[src/rtl/ahb_slave_if.sv]
// ahb_slave_if -- AHB-Lite slave front end for the APB bridge.
//
// Qualifies each AHB address phase, decodes it to one of three 64 MB slave
// regions, and holds the two-deep address/data pipeline that the bridge FSM
// consumes. Illegal transfers are caught before they reach the bridge:
// unmapped address, bad size, misalignment, or a SEQ beat that breaks the
// open burst. This block drives the two-cycle AHB ERROR response for them.
//
// Ports:
//   clk, rst        clock; asynchronous active-low reset
//   Hwrite          write indicator (address phase)
//   Hreadyin        bus HREADY; the address/data phase advances when 1
//   Htrans          transfer type (IDLE/BUSY/NONSEQ/SEQ)
//   Hsize, Hburst   transfer size and burst type
//   Haddr, Hwdata   address (address phase), write data (data phase)
//   valid           legal active transfer in the current address phase
//   tempselx        one-hot region decode of Haddr, 0 if unmapped
//   Haddr1/Haddr2   address one/two accepted phases old
//   Hwdata1/Hwdata2 write data one/two stages old
//   Hwritereg       Hwrite of the previous accepted phase
//   Hresp           00 OKAY, 01 ERROR
//   err_hready      ANDed with the bridge Hreadyout; low in the first error cycle
module ahb_slave_if #(
    parameter logic [31:0] BASE0       = 32'h8000_0000,
    parameter logic [31:0] BASE1       = 32'h8400_0000,
    parameter logic [31:0] BASE2       = 32'h8800_0000,
    parameter int          REGION_BITS = 26
) (
    input  logic        clk,
    input  logic        rst,
    input  logic        Hwrite,
    input  logic        Hreadyin,
    input  logic [1:0]  Htrans,
    input  logic [2:0]  Hsize,
    input  logic [2:0]  Hburst,
    input  logic [31:0] Haddr,
    input  logic [31:0] Hwdata,
    output logic        valid,
    output logic [2:0]  tempselx,
    output logic [31:0] Haddr1,
    output logic [31:0] Haddr2,
    output logic [31:0] Hwdata1,
    output logic [31:0] Hwdata2,
    output logic        Hwritereg,
    output logic [1:0]  Hresp,
    output logic        err_hready
);

    localparam logic [1:0] T_IDLE   = 2'b00;
    localparam logic [1:0] T_NONSEQ = 2'b10;
    localparam logic [1:0] T_SEQ    = 2'b11;

    typedef enum logic [1:0] {E_IDLE, E_ERR1, E_ERR2} err_state_t;

    err_state_t  state, state_nxt;

    // Burst tracker state
    logic        burst_open;
    logic        burst_fixed;
    logic [4:0]  beats_left;
    logic [31:0] exp_addr;
    logic [31:0] wrap_mask;
    logic [2:0]  burst_size;
    logic        burst_write;

    logic        act;
    logic        ill;
    logic        misalign;
    logic        seq_bad;
    logic [31:0] inc;
    logic [4:0]  burst_beats;
    logic        open_wrap;
    logic [31:0] open_mask;
    logic [31:0] step_mask;
    logic [31:0] next_addr;

    // Region decode compares only the bits above the region size.
    always_comb begin
        tempselx = 3'b000;
        if (Haddr[31:REGION_BITS] == BASE0[31:REGION_BITS])
            tempselx = 3'b001;
        else if (Haddr[31:REGION_BITS] == BASE1[31:REGION_BITS])
            tempselx = 3'b010;
        else if (Haddr[31:REGION_BITS] == BASE2[31:REGION_BITS])
            tempselx = 3'b100;
    end

    assign act      = Hreadyin & Htrans[1];
    assign inc      = 32'd1 << Hsize;
    assign misalign = (Haddr & (inc - 32'd1)) != 32'd0;

    assign seq_bad = (Htrans == T_SEQ) &
                     (~burst_open | (Haddr != exp_addr) |
                      (Hsize != burst_size) | (Hwrite != burst_write));

    assign ill   = act & ((tempselx == 3'b000) | (Hsize > 3'd2) | misalign | seq_bad);
    assign valid = act & ~ill & (state != E_ERR1);

    // Beat count of a fixed-length burst; 0 for SINGLE/INCR.
    always_comb begin
        case (Hburst[2:1])
            2'b01:   burst_beats = 5'd4;
            2'b10:   burst_beats = 5'd8;
            2'b11:   burst_beats = 5'd16;
            default: burst_beats = 5'd0;
        endcase
    end

    // Wrapping bursts wrap within beats*size bytes; a mask of all ones makes
    // the same next-address formula a plain increment.
    assign open_wrap = ~Hburst[0] & (Hburst[2:1] != 2'b00);
    assign open_mask = open_wrap ? (({27'd0, burst_beats} << Hsize) - 32'd1) : '1;
    assign step_mask = (Htrans == T_NONSEQ) ? open_mask : wrap_mask;
    assign next_addr = (Haddr & ~step_mask) | ((Haddr + inc) & step_mask);

    // Address/data pipeline for the bridge.
    always_ff @(posedge clk or negedge rst) begin
        if (!rst) begin
            Haddr1    <= '0;
            Haddr2    <= '0;
            Hwdata1   <= '0;
            Hwdata2   <= '0;
            Hwritereg <= 1'b0;
        end else if (Hreadyin) begin
            // NOTE: non-blocking assignments let every stage sample the
            // pre-edge value of the one before, so Haddr2 gets the old Haddr1.
            Haddr2    <= Haddr1;
            Haddr1    <= Haddr;
            Hwdata2   <= Hwdata1;
            Hwdata1   <= Hwdata;
            Hwritereg <= Hwrite;
        end
    end

    // Burst tracker: frozen while the bus stalls and during the first error
    // cycle, when the bus phase is ignored.
    always_ff @(posedge clk or negedge rst) begin
        if (!rst) begin
            burst_open  <= 1'b0;
            burst_fixed <= 1'b0;
            beats_left  <= '0;
            exp_addr    <= '0;
            wrap_mask   <= '0;
            burst_size  <= '0;
            burst_write <= 1'b0;
        end else if (Hreadyin && state != E_ERR1) begin
            if (ill) begin
                burst_open <= 1'b0;
            end else begin
                case (Htrans)
                    T_IDLE: burst_open <= 1'b0;
                    T_NONSEQ: begin
                        burst_open  <= (Hburst != 3'b000);
                        burst_fixed <= (Hburst[2:1] != 2'b00);
                        beats_left  <= (burst_beats == 5'd0) ? 5'd0 : burst_beats - 5'd1;
                        exp_addr    <= next_addr;
                        wrap_mask   <= open_mask;
                        burst_size  <= Hsize;
                        burst_write <= Hwrite;
                    end
                    T_SEQ: begin
                        // A legal SEQ always has its burst open here.
                        exp_addr <= next_addr;
                        if (burst_fixed) begin
                            beats_left <= beats_left - 5'd1;
                            if (beats_left == 5'd1)
                                burst_open <= 1'b0;
                        end
                    end
                    default: ;  // BUSY holds the tracker
                endcase
            end
        end
    end

    // Error FSM runs regardless of Hreadyin because it drives HREADY itself.
    always_ff @(posedge clk or negedge rst) begin
        if (!rst)
            state <= E_IDLE;
        else
            state <= state_nxt;
    end

    always_comb begin
        // NOTE: every output gets a default first so no path leaves one
        // unassigned, which would infer a latch.
        state_nxt  = state;
        Hresp      = 2'b00;
        err_hready = 1'b1;
        case (state)
            E_IDLE: begin
                if (ill)
                    state_nxt = E_ERR1;
            end
            E_ERR1: begin
                Hresp      = 2'b01;
                err_hready = 1'b0;
                state_nxt  = E_ERR2;
            end
            E_ERR2: begin
                Hresp     = 2'b01;
                state_nxt = ill ? E_ERR1 : E_IDLE;
            end
            default: state_nxt = E_IDLE;
        endcase
    end

endmodule

[config.mk]
export PLATFORM = sky130hd
export DESIGN_NAME = ahb_slave_if
export DESIGN_NICKNAME = d
export VERILOG_FILES = /design/src/rtl/ahb_slave_if.sv
export SDC_FILE = /design/constraint.sdc
export NUM_CORES = 1
export LEC_CHECK = 0
export BUFFER_PORTS_ARGS = -buffer_cell sky130_fd_sc_hd__buf_4
export CORE_MARGIN = 3
export CORE_UTILIZATION = 50
export CTS_CLUSTER_SIZE = 12
export DETAILED_ROUTE_END_ITERATION = 7
export PLACE_DENSITY_LB_ADDON = 0.3
export SYNTH_ARGS = -nofsm -noshare
export SYNTH_HDL_FRONTEND = slang
export SYNTH_SLANG_ARGS = --single-unit
[constraint.sdc]
create_clock -name clk -period 3.7 [get_ports clk]
set_clock_uncertainty 0.05 [all_clocks]
set_input_delay 0.37 -clock clk [delete_from_list [all_inputs] [get_ports clk]]
set_output_delay 0.37 -clock clk [all_outputs]
set_load 0.01 [all_outputs]
==> flow_results.org <==
** Run status
- The run finished with clean final reports.

** CTS
- Clock tree from TritonCTS :: yes
- Later-pin clock latency in the skew report :: approximately 520 ps
- Count of clock tree sinks :: between 200 and 250
- In this run the post-CTS setup repair buffer count came out at 0.
- The root buffer cell chosen for the clock tree is clkbuf_16.
- Post-CTS repair changed the size of 0 cells.
- No sink is reached through more buffers than the 3 on the longest clock path.
- After clock tree synthesis, the flow added hold-fix buffers numbering 1.
- CTS built an H-tree with a depth of 1.
- Buffers inserted during clock tree synthesis total 23.
- Clock slew at reported path FFs :: 60 ps

** Global route
- Global routing met1 resource utilization :: between 30% and 40%
- Met2 global-route usage :: 40.42%
- Met3 usage in global routing :: just over 4%
- The number of antenna violations at the first check in global routing was 0.
- The total overflow left after global routing is 0.
- Most used routing layer :: met2
- Global-route usage over all layers :: 24.08%
- Wire length of the first global-routing pass :: 42020 µm
- Vias in the first global route :: 7669
- Largest net degree at the start of global routing :: 130

** Synth
- Syn Inst Count :: 821
- The synthesized design contains 0 enable-type register cells.
- Among all flip-flop cells after synthesis, the most frequent one is dfrtp_1.
- Synthesized netlist net count :: just over 900
- Seq cells post-synth :: 202
- Sequential element share of the synthesized area :: 50.88%
- Ranked by total cell area, the synthesized netlist is headed by dfrtp_1 51%, mux2_2 20%, xnor2_1 3.4%, ha_1 2.3%, xor2_1 2.2%.
- Library cells used by synthesis :: 67
- For this run, the number of Yosys warnings is 0.
- The cell area that synthesis handed to floorplanning was 9935 µm².
- Share of async-settable or async-resettable flops after synthesis :: 100.0%
- The synthesized design devotes to its leading area cell type 50.88% of total area.
- Summed over all instances, the cell type with the most area after synthesis is dfrtp_1.
- Avg Inst Size Synth :: 12.10 µm²

** STA
- WHS :: around 30 ps
- Final worst path period share :: 84.50%
- The count of final max-slew check failures was 0.
- Final sum of negative setup slack :: 0 ps
- Slew HR :: 41.69%
- Pin slew with the least headroom to its limit :: 870.7 ps
- Setup-violating endpoint count in the final report :: 0
- Derived from the worst setup path, the maximum achievable clock frequency is 319.8 MHz.
- Counting I/O delays and the setup requirement, the final critical path takes between 3000 and 4000 ps.
- The count of final hold-check violations came to 0.
- Setup repair after global routing left no endpoint under its margin.

** Layout
- Synthesis-to-finish area growth :: 26.57%
- FF/Latch Area :: 5055 µm²
- Number of diodes added for antenna fixing :: 0
- The net count of the finished layout is between 1k and 1.5k.
- Count of fill cells added during filler insertion :: 1455
- Ratio of cells with drive above 1 in the final layout :: 43.77%
- After routing the design area is 12570 µm².
- Total area of multi-input combinational cells :: ~4600 µm²
- Core occupancy in the finished layout :: 65.90%

** Detailed routing
- Overall via count from detail_route :: 7392
- Number of DRC violations after detailed routing :: 0
- Remaining antenna violation count after routing :: 0
- After detailed routing, the total wire length is 26360 µm.
- DRT Pass-1 Iters :: 5
- After detailed routing, the average wire length per cell comes to 20.21 µm.
- Number of vias per cell :: 5.669
- After the first detailed-routing iteration, the DRC count stood at 517.

** Min path
- Type of the most critical hold path :: primary input to flip-flop

** Pwr
- After layout, the design draws a total of 0.006089 W.
- In this run the static leakage power is roughly 5.7 nW.
- VDD sags by at most 387.7 µV.
- Power spread over the standard cell area amounts to approximately 480 nW/µm².

** Place
- Detailed placement ended at an HPWL of 18950 µm.
- The congestion estimate from routability-driven global placement came to between 0.9 and 1.
- After detailed placement, the total cell area comes to 11830 µm².
- The count of buffers added on input and output ports is between 200 and 250.

** Die
- The initial utilization of the core area, before any placement, comes to 52.07%.
- From left edge to right edge, the die measures around 150 µm.
- Die ar. :: ~22000 µm²
- Vert. Die Dim :: ~150 µm
- The floorplan step defined a core boundary enclosing ~19000 µm².
- 212 I/O pins were placed.
- Row generation in the floorplan step produced 50 rows.

** Worst setup path
- Worst-path maximum fanout :: 3
- Critical setup path kind :: flip-flop to primary output
- Worst Path Arrival :: 2710 ps
- In this run the register-to-register setup slack is ~800 ps.
- STA classifies the critical path endpoint as a primary output.
- Kind of start point of the critical path :: flip-flop
- STA puts the critical path data required time at 3280 ps.

** Job
- Number of maximum-capacitance constraint violations :: 0
cell usage in the layout (no fill, tap or decap), drive strengths merged, types with 3 or more instances in the layout:
cell | netlist | layout
a21o | 3 | 3
nor3b | 4 | 4
o2111ai | 4 | 4
a31oi | 8 | 8
a2111oi | 4 | 4
o21ai | 25 | 25
nor2b | 7 | 7
nor2 | 39 | 39
or2 | 7 | 7
mux2 | 179 | 179
buf | 9 | 225
xor2 | 25 | 25
or4b | 3 | 3
nor4 | 17 | 17
xnor2 | 39 | 39
clkbuf | 35 | 33
a211oi | 6 | 6
nand2b | 3 | 3
and2 | 4 | 4
a21oi | 18 | 18
o21a | 11 | 11
nor3 | 13 | 13
nand4 | 16 | 16
a21boi | 3 | 3
nand3b | 4 | 4
o211ai | 9 | 9
ha | 18 | 18
clkinv | 0 | 6
and3 | 6 | 6
nand4b | 3 | 3
dfrtp | 202 | 202
mux2i | 3 | 3
nand3 | 9 | 9
inv | 24 | 25
nand2 | 27 | 27
metrics by stage:
stage / instances / setup slack, ps
after floorplan: 821 / 511.3
after global placement: 1263 / 558.0
after detailed placement: 1263 / 402.6
after CTS: 1304 / 611.5
after global routing: 1304 / 565.9
final: 1304 / 573.5
layout make-up:
class	count	area share (%)
clock buffer	32	5.164
clock inverter	8	0.6667
inverter	24	0.7164
multi-input combinational	551	36.85
sequential	202	40.20
tap	260	2.587
timing repair buffer	227	13.82
kinds of logic after synthesis:
logic type / share of synthesized area [%]
flip-flops: 50.88
other: 0.03775
XOR/XNOR: 5.642
AO/OA/AOI/OAI: 7.935
adder cells (fa/ha/maj): 2.469
AND/OR/NAND/NOR: 9.786
buffers and inverters: 2.657
multiplexers: 20.59
report_power, final:
group          total (W)  leakage (nW)  internal, W  switching (W)
sequential       0.00264          2.46      0.00247       0.000168
clock            0.00221         0.366      0.00130       0.000907
combinational    0.00124          2.86     0.000639       0.000603
total            0.00609          5.68      0.00441        0.00168
cell usage after synthesis, types with 6 or more instances:
cell,n
dfrtp_1,202
mux2_2,175
xnor2_1,39
nor2_1,38
clkbuf_1,35
nand2_1,27
xor2_1,25
inv_1,24
o21ai_0,24
a21oi_1,18
ha_1,18
nand4_1,15
nor4_1,14
nor3_1,13
o21a_1,11
nand3_1,9
o211ai_1,9
a31oi_1,8
nor2b_1,7
or2_2,7
a211oi_1,6
and3_1,6
worst max-delay path, stage by stage, from the launching register on:
cell	delay (ps)
dfrtp_1	400
xnor2_1	420
nand4_1	150
nor4_1	670
nand3_1	150
o21ai_0	250
buf_4	170
sequential cells by signal, summed over array words and instances, names as in the netlist:
name,flops
Haddr1,32
Haddr2,32
Hwdata1,32
Hwdata2,32
exp_addr,32
wrap_mask,28
beats_left,5
burst_size,3
state,2
Hwritereg,1
burst_fixed,1
burst_open,1
burst_write,1
metal layers:
metal | share of wire, % | wire length, µm
met1 | 41 | 10840
met2 | 49 | 12950
met3 | 6.0 | 1576
met5 | 0 | 0
met4 | 3.7 | 987
path summary, 6_finish.rpt:
kind / cells after the start / end / start
max: 6 / valid / exp_addr[1]
max in group asynchronous: 3 / Hwdata2[15] / rst
min reg2reg: 1 / wrap_mask[1] / wrap_mask[1]
min: 2 / Hwdata1[6] / Hwdata[6]
max reg2reg: 6 / wrap_mask[19] / exp_addr[17]
min in group asynchronous: 2 / Haddr1[22] / rst
(Power assumes the default switching activity.)
